$ cat config.mk
export PLATFORM = sky130hd
export DESIGN_NAME = plot_sweep_ctrl
export DESIGN_NICKNAME = d
export VERILOG_FILES = /design/src/rtl/plot_sweep_ctrl_pkg.sv /design/src/rtl/plot_sweep_ctrl_sweep_coord_decode.sv /design/src/rtl/plot_sweep_ctrl.sv
export SDC_FILE = /design/constraint.sdc
export NUM_CORES = 1
export LEC_CHECK = 0
export BUFFER_PORTS_ARGS = -buffer_cell sky130_fd_sc_hd__buf_2
export CAP_MARGIN = 40
export CORE_UTILIZATION = 37
export CTS_CLUSTER_SIZE = 25
export DETAILED_ROUTE_END_ITERATION = 7
export GPL_ROUTABILITY_DRIVEN = 0
export PLACE_DENSITY = 0.84
export REMOVE_ABC_BUFFERS = 1
export SYNTH_ARGS = -nofsm -noshare
export SYNTH_HDL_FRONTEND = slang
export SYNTH_HIERARCHICAL = 1
export SYNTH_SLANG_ARGS = --single-unit
$ cat constraint.sdc
create_clock -name clk -period 3.1 [get_ports clk]
set_input_delay 0.62 -clock clk [delete_from_list [all_inputs] [get_ports clk]]
set_output_delay 0.62 -clock clk [all_outputs]
set_load 0.05 [all_outputs]
$ cat src/rtl/plot_sweep_ctrl_pkg.sv
// Shared definitions for the redraw sequencer: FSM encoding, default screen
// geometry, default colours and the x/y field layout inside the counter value.
package plot_sweep_ctrl_pkg;

   typedef enum logic [2:0] {
      S_IDLE  = 3'd0,
      S_CLEAR = 3'd1,
      S_ZERO  = 3'd2,
      S_PLOT  = 3'd3,
      S_DONE  = 3'd4
   } state_t;

   localparam int DEF_X_MAX = 160;
   localparam int DEF_Y_MAX = 120;

   localparam logic [2:0] DEF_BG_COLOR = 3'b000;
   localparam logic [2:0] DEF_FG_COLOR = 3'b111;

   // Counter layout: x in [7:0], y in [14:8]
   localparam int X_LSB = 0;
   localparam int X_W   = 8;
   localparam int Y_LSB = 8;
   localparam int Y_W   = 7;

endpackage

$ cat src/rtl/plot_sweep_ctrl_sweep_coord_decode.sv
// Splits the display counter value into pixel coordinates and derives the
// flags the sequencer needs: column on screen, last column, last clear pixel.
module sweep_coord_decode
   import plot_sweep_ctrl_pkg::*;
#(
   parameter int X_MAX = DEF_X_MAX,
   parameter int Y_MAX = DEF_Y_MAX,
   parameter int CNT_W = 18
) (
   input  logic [CNT_W-1:0] i_cnt_value,
   output logic [X_W-1:0]   o_x,
   output logic [Y_W-1:0]   o_y,
   output logic             o_x_in_range,
   output logic             o_x_last,
   output logic             o_clear_last
);

   // 9-bit limit so X_MAX = 256 still compares correctly
   localparam logic [X_W:0]   X_LIM  = 9'(X_MAX);
   localparam logic [X_W-1:0] X_LAST = 8'(X_MAX - 1);
   localparam logic [Y_W-1:0] Y_LAST = 7'(Y_MAX - 1);

   // Counter bits above the y field carry no coordinate information
   logic w_unused_hi;
   assign w_unused_hi = ^i_cnt_value[CNT_W-1:Y_LSB+Y_W];

   // Field extraction and flag generation
   always_comb begin
      o_x          = i_cnt_value[X_LSB +: X_W];
      o_y          = i_cnt_value[Y_LSB +: Y_W];
      o_x_in_range = ({1'b0, o_x} < X_LIM);
      o_x_last     = (o_x == X_LAST);
      o_clear_last = o_x_last && (o_y == Y_LAST);
   end

endmodule

$ cat src/rtl/plot_sweep_ctrl.sv
// Redraw sequencer: clears the whole frame to the background colour by
// sweeping the external display counter, then walks every column through the
// polynomial evaluator handshake and strobes a foreground pixel per hit.
// All outputs are Mealy so pixel writes line up with cnt_value / eval_ack.
module plot_sweep_ctrl
   import plot_sweep_ctrl_pkg::*;
#(
   parameter int                 X_MAX    = DEF_X_MAX,
   parameter int                 Y_MAX    = DEF_Y_MAX,
   parameter int                 CNT_W    = 18,
   parameter int                 COLOR_W  = 3,
   parameter logic [COLOR_W-1:0] BG_COLOR = COLOR_W'(DEF_BG_COLOR),
   parameter logic [COLOR_W-1:0] FG_COLOR = COLOR_W'(DEF_FG_COLOR)
) (
   input  logic               clk,
   input  logic               reset,
   input  logic               start,
   output logic               busy,
   output logic               done,
   output logic               cnt_enable,
   output logic               cnt_counting,
   input  logic [CNT_W-1:0]   cnt_value,
   output logic               eval_req,
   output logic [7:0]         eval_x,
   input  logic               eval_ack,
   input  logic [6:0]         eval_y,
   input  logic               eval_ok,
   output logic               plot,
   output logic [7:0]         plot_x,
   output logic [6:0]         plot_y,
   output logic [COLOR_W-1:0] plot_color
);

   state_t     r_state;
   state_t     w_next;

   logic [7:0] w_x;
   logic [6:0] w_y;
   logic       w_x_in_range;
   logic       w_x_last;
   logic       w_clear_last;

   sweep_coord_decode #(
      .X_MAX (X_MAX),
      .Y_MAX (Y_MAX),
      .CNT_W (CNT_W)
   ) u_decode (
      .i_cnt_value  (cnt_value),
      .o_x          (w_x),
      .o_y          (w_y),
      .o_x_in_range (w_x_in_range),
      .o_x_last     (w_x_last),
      .o_clear_last (w_clear_last)
   );

   // State register; reset returns to IDLE, which zeroes every output
   always_ff @(posedge clk or posedge reset) begin
      if (reset) r_state <= S_IDLE;
      else       r_state <= w_next;
   end

   // Next-state and Mealy outputs; dropping cnt_enable clears the counter
   always_comb begin
      w_next       = r_state;
      busy         = 1'b0;
      done         = 1'b0;
      cnt_enable   = 1'b0;
      cnt_counting = 1'b0;
      eval_req     = 1'b0;
      eval_x       = '0;
      plot         = 1'b0;
      plot_x       = '0;
      plot_y       = '0;
      plot_color   = '0;
      case (r_state)
         S_IDLE: begin
            if (start) w_next = S_CLEAR;
         end
         S_CLEAR: begin
            busy       = 1'b1;
            cnt_enable = 1'b1;
            // Off-screen columns are swept silently
            if (w_x_in_range) begin
               plot       = 1'b1;
               plot_x     = w_x;
               plot_y     = w_y;
               plot_color = BG_COLOR;
            end
            // Hold on the last pixel so the counter is not pushed past it
            if (w_clear_last) w_next = S_ZERO;
            else              cnt_counting = 1'b1;
         end
         S_ZERO: begin
            busy   = 1'b1;
            w_next = S_PLOT;
         end
         S_PLOT: begin
            busy       = 1'b1;
            cnt_enable = 1'b1;
            eval_req   = 1'b1;
            eval_x     = w_x;
            if (eval_ack) begin
               if (eval_ok) begin
                  plot       = 1'b1;
                  plot_x     = w_x;
                  plot_y     = eval_y;
                  plot_color = FG_COLOR;
               end
               if (w_x_last) w_next = S_DONE;
               else          cnt_counting = 1'b1;
            end
         end
         S_DONE: begin
            busy   = 1'b1;
            done   = 1'b1;
            w_next = S_IDLE;
         end
         default: w_next = S_IDLE;
      endcase
   end

endmodule
==> results of run 1 <==
stage by stage:
stage	setup slack (ns)	util (%)	hold WS [ns]	cell area [um2]
after floorplan	0.401	-	0.374	473
after global placement	0.715	51.4	0.479	783
after detailed placement	0.713	51.4	0.496	783
after CTS	0.713	53.1	0.254	810
after global routing	0.632	53.1	0.253	810
final	0.704	53.1	0.253	810
Yosys cell counts:
cell type                   instances  area share [%]
sky130_fd_sc_hd__a311oi_1           2             2.9
sky130_fd_sc_hd__xnor2_1            1             1.4
sky130_fd_sc_hd__nand4_1            2             2.1
sky130_fd_sc_hd__nor4_2             1             2.1
sky130_fd_sc_hd__a21oi_1            3             2.5
sky130_fd_sc_hd__clkbuf_2           1            0.83
sky130_fd_sc_hd__nand3_2            1             1.7
sky130_fd_sc_hd__and2_1            10              10
sky130_fd_sc_hd__nand2b_4           1             2.3
sky130_fd_sc_hd__and2_4             1             1.4
sky130_fd_sc_hd__inv_6              1             1.4
sky130_fd_sc_hd__inv_1              2             1.2
sky130_fd_sc_hd__nand2_1            1            0.62
sky130_fd_sc_hd__a21oi_4            1             2.7
sky130_fd_sc_hd__nand2b_1           1             1.0
sky130_fd_sc_hd__o21ai_0            1            0.83
sky130_fd_sc_hd__nor2_4             2             3.7
sky130_fd_sc_hd__or2_2              1             1.0
sky130_fd_sc_hd__nor2_1             4             2.5
sky130_fd_sc_hd__nand3b_1           1             1.2
sky130_fd_sc_hd__a22o_1             7              10
sky130_fd_sc_hd__and3_2             7             8.7
sky130_fd_sc_hd__and3_1             2             2.1
sky130_fd_sc_hd__nand4bb_1          1             1.9
sky130_fd_sc_hd__buf_4             17              21
sky130_fd_sc_hd__dfrtp_1            3              12
worst min path at each step:
stage               startpoint                      to  slack [ns]
finish                   reset  r_state[1]$_DFFE_PP0P_        0.25
global route             reset  r_state[1]$_DFFE_PP0P_        0.25
CTS                      reset  r_state[0]$_DFFE_PP0P_        0.25
detailed placement       reset  r_state[1]$_DFFE_PP0P_        0.50
global placement         reset  r_state[2]$_DFFE_PP0P_        0.48
floorplan                reset  r_state[0]$_DFFE_PP0P_        0.37
layout by cell type, fill, tap and decap left out:
| cell type | instances |
|---|---|
| sky130_fd_sc_hd__nand4_1 | 2 |
| sky130_fd_sc_hd__nand4bb_1 | 1 |
| sky130_fd_sc_hd__clkbuf_4 | 3 |
| sky130_fd_sc_hd__inv_1 | 2 |
| sky130_fd_sc_hd__a21oi_4 | 1 |
| sky130_fd_sc_hd__nand3_2 | 1 |
| sky130_fd_sc_hd__o21ai_0 | 1 |
| sky130_fd_sc_hd__dfrtp_1 | 3 |
| sky130_fd_sc_hd__and2_1 | 10 |
| sky130_fd_sc_hd__buf_2 | 58 |
| sky130_fd_sc_hd__and3_2 | 7 |
| sky130_fd_sc_hd__a21oi_1 | 3 |
| sky130_fd_sc_hd__xnor2_1 | 1 |
| sky130_fd_sc_hd__nand2_1 | 1 |
| sky130_fd_sc_hd__inv_6 | 1 |
| sky130_fd_sc_hd__and2_4 | 1 |
| sky130_fd_sc_hd__nor2_1 | 4 |
| sky130_fd_sc_hd__and3_1 | 2 |
| sky130_fd_sc_hd__clkbuf_1 | 1 |
| sky130_fd_sc_hd__nand2b_4 | 1 |
| sky130_fd_sc_hd__nor4_2 | 1 |
| sky130_fd_sc_hd__or2_2 | 1 |
| sky130_fd_sc_hd__nor2_4 | 2 |
| sky130_fd_sc_hd__a311oi_1 | 2 |
| sky130_fd_sc_hd__nand3b_1 | 1 |
| sky130_fd_sc_hd__a22o_1 | 7 |
| sky130_fd_sc_hd__nand2b_1 | 1 |
worst max-delay path, delay by kind of cell:
| kind | cells | cell delay (ns) |
|---|---|---|
| and+or+nand+nor | 4 | 0.70 |
| AOI/OAI and AO/OA | 1 | 0.13 |
| buffers and inverters | 2 | 0.32 |
layout make-up:
class	count	area, um2
tap	16	20.0
sequential	3	75.1
multi-input combinational	51	382
timing repair buffer	58	290
fill	153	714
clock buffer	4	26.3
inverter	3	16.3
metal layers:
layer | vias up | global-route usage [%]
li1 | 337 | -
met1 | 291 | 19.8
met2 | 30 | 27.4
met3 | 0 | 5.17
met4 | 0 | 7.50
met5 | - | 0
where the power goes:
| group | leakage, nW | internal (mW) | switching, mW |
|---|---|---|---|
| logic | 0.412 | 0.0319 | 0.0724 |
| registers | 0.0367 | 0.0394 | 0.000109 |
| clock network | 0.0150 | 0.0481 | 0.0182 |
kinds of logic after synthesis:
group,Yosys count,share of synthesized area (%)
buffers and inverters,21,24.6
XOR/XNOR,1,1.45
AND/OR/NAND/NOR,36,42.6
flip-flops,3,12.4
AO/OA/AOI/OAI,14,19.0
==> run summary, run 1 <==
====================================================================================================
Mapped cell area                                                                             606 um2
Root cell of the clock tree                                                             sky130_fd_sc_hd__clkbuf_4
Skew final                                                                               0.000715 ns
Result of the run                                                                       finished, final reports clean
Total routing usage reported by global routing                                                 16.7%
Maximum clock frequency                                                                    0.417 GHz
Portion of the post-synthesis area used by sequential elements                                 12.4%
Power density cells                                                                       260 nW/um2
Number of clock sinks seen by CTS                                                                  3
Flip-flop and latch count after synthesis                                                          3
Capturing instance or port of the critical path                                         cnt_counting
Mapped Avg Cell Area                                                                        8.07 um2
M1 wire length                                                                                582 um
Worst skew pair latency                                                                      0.23 ns
Number of buffers added to fix hold violations after cts                                           0
DRC                                                                                                0
Antenna diode instance count                                                                       0
# port buffers                                                                                    58
Clock tree buffer depth                                                                            2
Placeable core region                                                                       1520 um2
CP max stage delay                                                                           0.35 ns
Data required time of the worst path                                                         2.48 ns
HPWL after DPL                                                                               1180 um
Non-Filler Instances                                                                             135
Via count                                                                                        658
Starting density of the core                                                                   39.7%
Reg-to-reg endpoint                                                                     r_state[0]$_DFFE_PP0P_
CTS tree                                                                                        done
Worst Tran Pin Value                                                                        0.400 ns
Clock-pin slew reported for the worst setup and hold paths after clock tree synthesis        0.03 ns
Post-CTS Repair Setup Buffers                                                                      0
Unique masters post-synth                                                                         26
Sum of negative setup slack                                                                     0 ns
Kind of launch point of the worst setup path                                              input port
Remaining global-route overflow                                                                    0
Post-layout minimum cycle time                                                               2.40 ns
Slowest stage cell, crit path                                                           sky130_fd_sc_hd__nor4_2
Signal arrival time at the worst endpoint                                                    1.78 ns
Largest registers                                                                         r_state x3
Number of flip-flops in the largest register                                                       3
Detailed router's first-iteration violation count                                                 11
Headroom to the max-slew limit                                                                 73.4%
Die Outline Area                                                                            1800 um2
Most flop-heavy register                                                                     r_state
Number of nets still failing antenna checks after routing                                          0
Critical R2R Launch                                                                     r_state[1]$_DFFE_PP0P_
Met2 wirelength from detailed routing                                                         749 um
Worst setup path class                                                                  input port to output pin
Top layer in use                                                                                met3
R2R depth                                                                                          2
First-pass iteration count of the detailed router                                                  2
Final wirelength                                                                             1440 um
Horizontal die dimension                                                                     42.5 um
Number of antenna violations at the first check in global routing                                  0
Wire length of the first global-routing pass                                                 2280 um
FP Rows                                                                                           14
Number of cells upsized or downsized after cts                                                     0
Number of warnings reported in the yosys synthesis log                                             6
Setup repair after global routing missed its margin                                            false
Met3 Wirelength                                                                               111 um
Number of placed instances with taps included                                                    131
Count of final max-slew check failures                                                             0
I/O pin cnt                                                                                       62
Final-report hold violation count                                                                  0
Routed len/inst                                                                              10.7 um
Worst setup slack for register-to-register paths                                             1.92 ns
Layout area overhead                                                                           33.7%
Class of the worst hold path                                                            input port to asynchronous set/reset pin
H-Tree Level Count                                                                                 1
Peak supply drop                                                                           0.0959 mV
Post-synthesis cell count                                                                         75
Maximum fanout along the worst path                                                                4
Period utilisation layout                                                                      77.3%
Crit-path cells                                                                         buf_2, nand4bb_1, nor4_2, nor2_1, a21oi_1, nor2_1, buf_2
CP endpoint kind                                                                          output pin
# setup viols final                                                                                0
Largest net degree at the start of global routing                                                 17
Post-layout net count                                                                            150
Total CTS buffers                                                                                  3
Via/cell ratio                                                                                  4.87
Vert. Die Dim                                                                                42.5 um
Power after layout                                                                            210 uW
P_leak                                                                                      0.463 nW
Launching instance or port of the critical path                                         cnt_value[6]
Share of cells above drive strength 1                                                          64.7%
# Max-Cap Violations                                                                               0
Vias in the first global route                                                                   557
====================================================================================================
(Power assumes the default switching activity.)
==> run 2: changes to the inputs <==
--- a/config.mk
+++ b/config.mk
@@ -5,13 +5,14 @@
 export SDC_FILE = /design/constraint.sdc
 export NUM_CORES = 1
 export LEC_CHECK = 0
+export ABC_AREA = 1
 export BUFFER_PORTS_ARGS = -buffer_cell sky130_fd_sc_hd__buf_2
 export CAP_MARGIN = 40
-export CORE_UTILIZATION = 37
+export CORE_UTILIZATION = 33
 export CTS_CLUSTER_SIZE = 25
 export DETAILED_ROUTE_END_ITERATION = 7
 export GPL_ROUTABILITY_DRIVEN = 0
-export PLACE_DENSITY = 0.84
+export PLACE_DENSITY = 0.76
 export REMOVE_ABC_BUFFERS = 1
 export SYNTH_ARGS = -nofsm -noshare
 export SYNTH_HDL_FRONTEND = slang
==> constraint.sdc (replaced) <==
create_clock -name clk -period 2 [get_ports clk]
set_input_delay 0.4 -clock clk [delete_from_list [all_inputs] [get_ports clk]]
set_output_delay 0.4 -clock clk [all_outputs]
set_load 0.05 [all_outputs]
==> run 2 against run 1 <==
Synthesized cell count grew 61%. Hold slack lost 0.23 ns. Clock power grew 66%. Sequential share of layout area shrank 1.5 points. Clock skew grew 0.0092 ns.
==> run summary, run 2 <==
====================================================================================================
Result of the run                                                                       finished, final reports clean
Via count                                                                                        890
Flip-flop and latch count after synthesis                                                          3
Remaining global-route overflow                                                                    0
CP endpoint kind                                                                          output pin
Period utilisation layout                                                                      96.0%
Clock tree buffer depth                                                                            2
Launching instance or port of the critical path                                         r_state[0]$_DFFE_PP0P_
Power density cells                                                                      2040 nW/um2
Post-synth EDFFs                                                                                   0
Detailed router's first-iteration violation count                                                 29
Number of buffers added to fix hold violations after cts                                           0
Post-synthesis cell count                                                                        121
Number of antenna violations at the first check in global routing                                  0
Count of final max-slew check failures                                                             0
Largest registers                                                                         r_state x3
Antenna diode instance count                                                                       0
Total routing usage reported by global routing                                                 18.8%
Vert. Die Dim                                                                                46.8 um
Number of clock sinks seen by CTS                                                                  3
Mapped cell area                                                                             662 um2
Dominant cell by count in the synthesized netlist                                       sky130_fd_sc_hd__nand2_1
Final-report hold violation count                                                                  0
Slowest stage cell, crit path                                                           sky130_fd_sc_hd__dfrtp_1
R2R depth                                                                                          5
Starting density of the core                                                                   36.7%
Maximum fanout along the worst path                                                                5
P_leak                                                                                      0.633 nW
Share of synthesized registers carrying an async set or reset                                   100%
Signal arrival time at the worst endpoint                                                    1.52 ns
Most common flop cell mapped by yosys                                                   sky130_fd_sc_hd__dfrtp_1
Wire length of the first global-routing pass                                                 2960 um
# Max-Cap Violations                                                                               0
Most used standard cells in the synthesized netlist                                     sky130_fd_sc_hd__nand2_1, sky130_fd_sc_hd__inv_1, sky130_fd_sc_hd__buf_4, sky130_fd_sc_hd__nor2_1, sky130_fd_sc_hd__a21oi_1
I/O pin cnt                                                                                       62
Final core occ                                                                                 54.8%
H-Tree Level Count                                                                                 1
Worst Tran Pin Value                                                                        0.306 ns
FP Rows                                                                                           15
Mapped Avg Cell Area                                                                        5.47 um2
Adder-cell share of the synthesized area                                                          0%
Skew final                                                                                0.00992 ns
Most common cell after layout, fill and taps aside                                      sky130_fd_sc_hd__nand2_1
HPWL after DPL                                                                               1580 um
Number of flip-flops in the largest register                                                       3
Setup repair after global routing missed its margin                                             true
Critical R2R Launch                                                                     r_state[0]$_DFFE_PP0P_
Sum of negative setup slack                                                                     0 ns
Complex-gate fraction of the synthesized area                                                  9.07%
Post-layout net count                                                                            202
Unique masters post-synth                                                                         16
Commonest non-fill, non-tap cells in the layout                                         sky130_fd_sc_hd__nand2_1, sky130_fd_sc_hd__buf_2, sky130_fd_sc_hd__inv_1
Share of cells above drive strength 1                                                          45.0%
First-pass iteration count of the detailed router                                                  4
Reg-to-reg endpoint                                                                     r_state[2]$_DFFE_PP0P_
Worst setup path class                                                                  register to output pin
Root cell of the clock tree                                                             sky130_fd_sc_hd__clkbuf_4
CTS tree                                                                                        done
Vias in the first global route                                                                   723
# setup viols final                                                                                0
Class of the worst hold path                                                            input port to asynchronous set/reset pin
Worst setup slack for register-to-register paths                                             0.84 ns
Clock-pin slew reported for the worst setup and hold paths after clock tree synthesis        0.04 ns
Main combinational cell family by area after synthesis                                  simple AND/OR/NAND/NOR gates
Multiplexer share of the synthesized area                                                         0%
Headroom to the max-slew limit                                                                 79.6%
Crit path max-delay family                                                              simple AND/OR/NAND/NOR gates
Yosys top cell by area                                                                  sky130_fd_sc_hd__nand2_1
Via/cell ratio                                                                                  4.54
Number of nets still failing antenna checks after routing                                          0
Portion of the post-synthesis area used by sequential elements                                 11.3%
Routed len/inst                                                                              10.8 um
CP max stage delay                                                                           0.39 ns
Peak supply drop                                                                             1.10 mV
Largest net degree at the start of global routing                                                 11
Die Outline Area                                                                            2190 um2
Horizontal die dimension                                                                     46.8 um
Buf/Inv on CP                                                                                      1
# port buffers                                                                                    58
Worst skew pair latency                                                                      0.24 ns
Area contributors post-synth                                                            sky130_fd_sc_hd__nand2_1, sky130_fd_sc_hd__buf_4, sky130_fd_sc_hd__dfrtp_1
Post-layout minimum cycle time                                                               1.92 ns
Xor/xnor cell area share of the yosys netlist                                                     0%
Power after layout                                                                           2.01 mW
Number of warnings reported in the yosys synthesis log                                             6
Final wirelength                                                                             2120 um
Simple-gate share of the synthesized area                                                      47.1%
Layout area overhead                                                                           49.1%
Kind of launch point of the worst setup path                                                register
Crit-path cells                                                                         nand2_1, nor2_4, nand3_2, a21oi_1, buf_2
DRC                                                                                                0
Total CTS buffers                                                                                  3
Most flop-heavy register                                                                     r_state
Data required time of the worst path                                                         1.60 ns
Maximum clock frequency                                                                    0.521 GHz
Synth top area share                                                                           23.8%
Placeable core region                                                                       1800 um2
====================================================================================================
==> run 2: cell count changes after synthesis, sizes merged, moves of 4 or more <==
| cell | previous run | this run |
|---|---|---|
| nor2 | 6 | 18 |
| nand2 | 1 | 43 |
| inv | 3 | 22 |
| a21oi | 4 | 8 |
| nand3 | 1 | 7 |
| and2 | 11 | 0 |
| and3 | 9 | 0 |
| a22o | 7 | 0 |
==> run 2: worst max path at each step <==
stage,to,cells past startpoint
global placement,plot_y[6],9
CTS,busy,4
floorplan,cnt_counting,3
finish,plot_x[6],5
detailed placement,plot_y[6],9
global route,eval_x[1],6
==> run 2: worst reg2reg max path: stages, from the launching register on <==
cell,delay (ns)
sky130_fd_sc_hd__dfrtp_1,0.39
sky130_fd_sc_hd__inv_1,0.10
sky130_fd_sc_hd__nor2_4,0.21
sky130_fd_sc_hd__nand3_1,0.18
sky130_fd_sc_hd__nand3_1,0.11
sky130_fd_sc_hd__nor2_1,0.05
==> run 2: kinds of logic after synthesis <==
kind of cell | after synthesis
AO/OA/AOI/OAI | 11
buffers and inverters | 39
flip-flops | 3
AND/OR/NAND/NOR | 68
==> run 2: cell type report <==
cell class / count / area, um2
fill: 191 / 815
multi-input combinational: 81 / 402
timing repair buffer: 61 / 362
inverter: 22 / 90.1
sequential: 3 / 76.3
tap: 25 / 31.3
clock buffer: 4 / 26.3
==> run 2: per-layer routing <==
layer  global-route usage (%)  wire length [um]  vias up
met5                        0                 0        -
met2                     35.0              1140       28
met3                     2.31                74        7
met1                     21.8               857      406
met4                     6.86                49        0
li1                         -                 -      449
==> run 2: timing repair <==
action / CTS / global route
resized for setup: 7 / 19
gates cloned: 0 / 2
buffers inserted: 0 / 3
pin swaps: 0 / 2
endpoints found under the setup margin: 7 / 23
==> run 2: power by group <==
| part | leakage, nW | internal, mW | switching, mW |
|---|---|---|---|
| logic | 0.583 | 0.454 | 1.31 |
| clock network | 0.0150 | 0.0750 | 0.0348 |
| registers | 0.0351 | 0.0949 | 0.0442 |
==> run 2: per-stage QoR <==
step	worst slack (ns)	cells	instance area [um2]	hold slack, ns
after floorplan	-0.393	104	534	0.154
after global placement	0.242	187	856	0.259
after detailed placement	0.203	187	856	0.275
after CTS	0.0124	191	900	0.0244
after global routing	-0.0194	196	987	0.0110
final	0.0791	196	987	0.0213
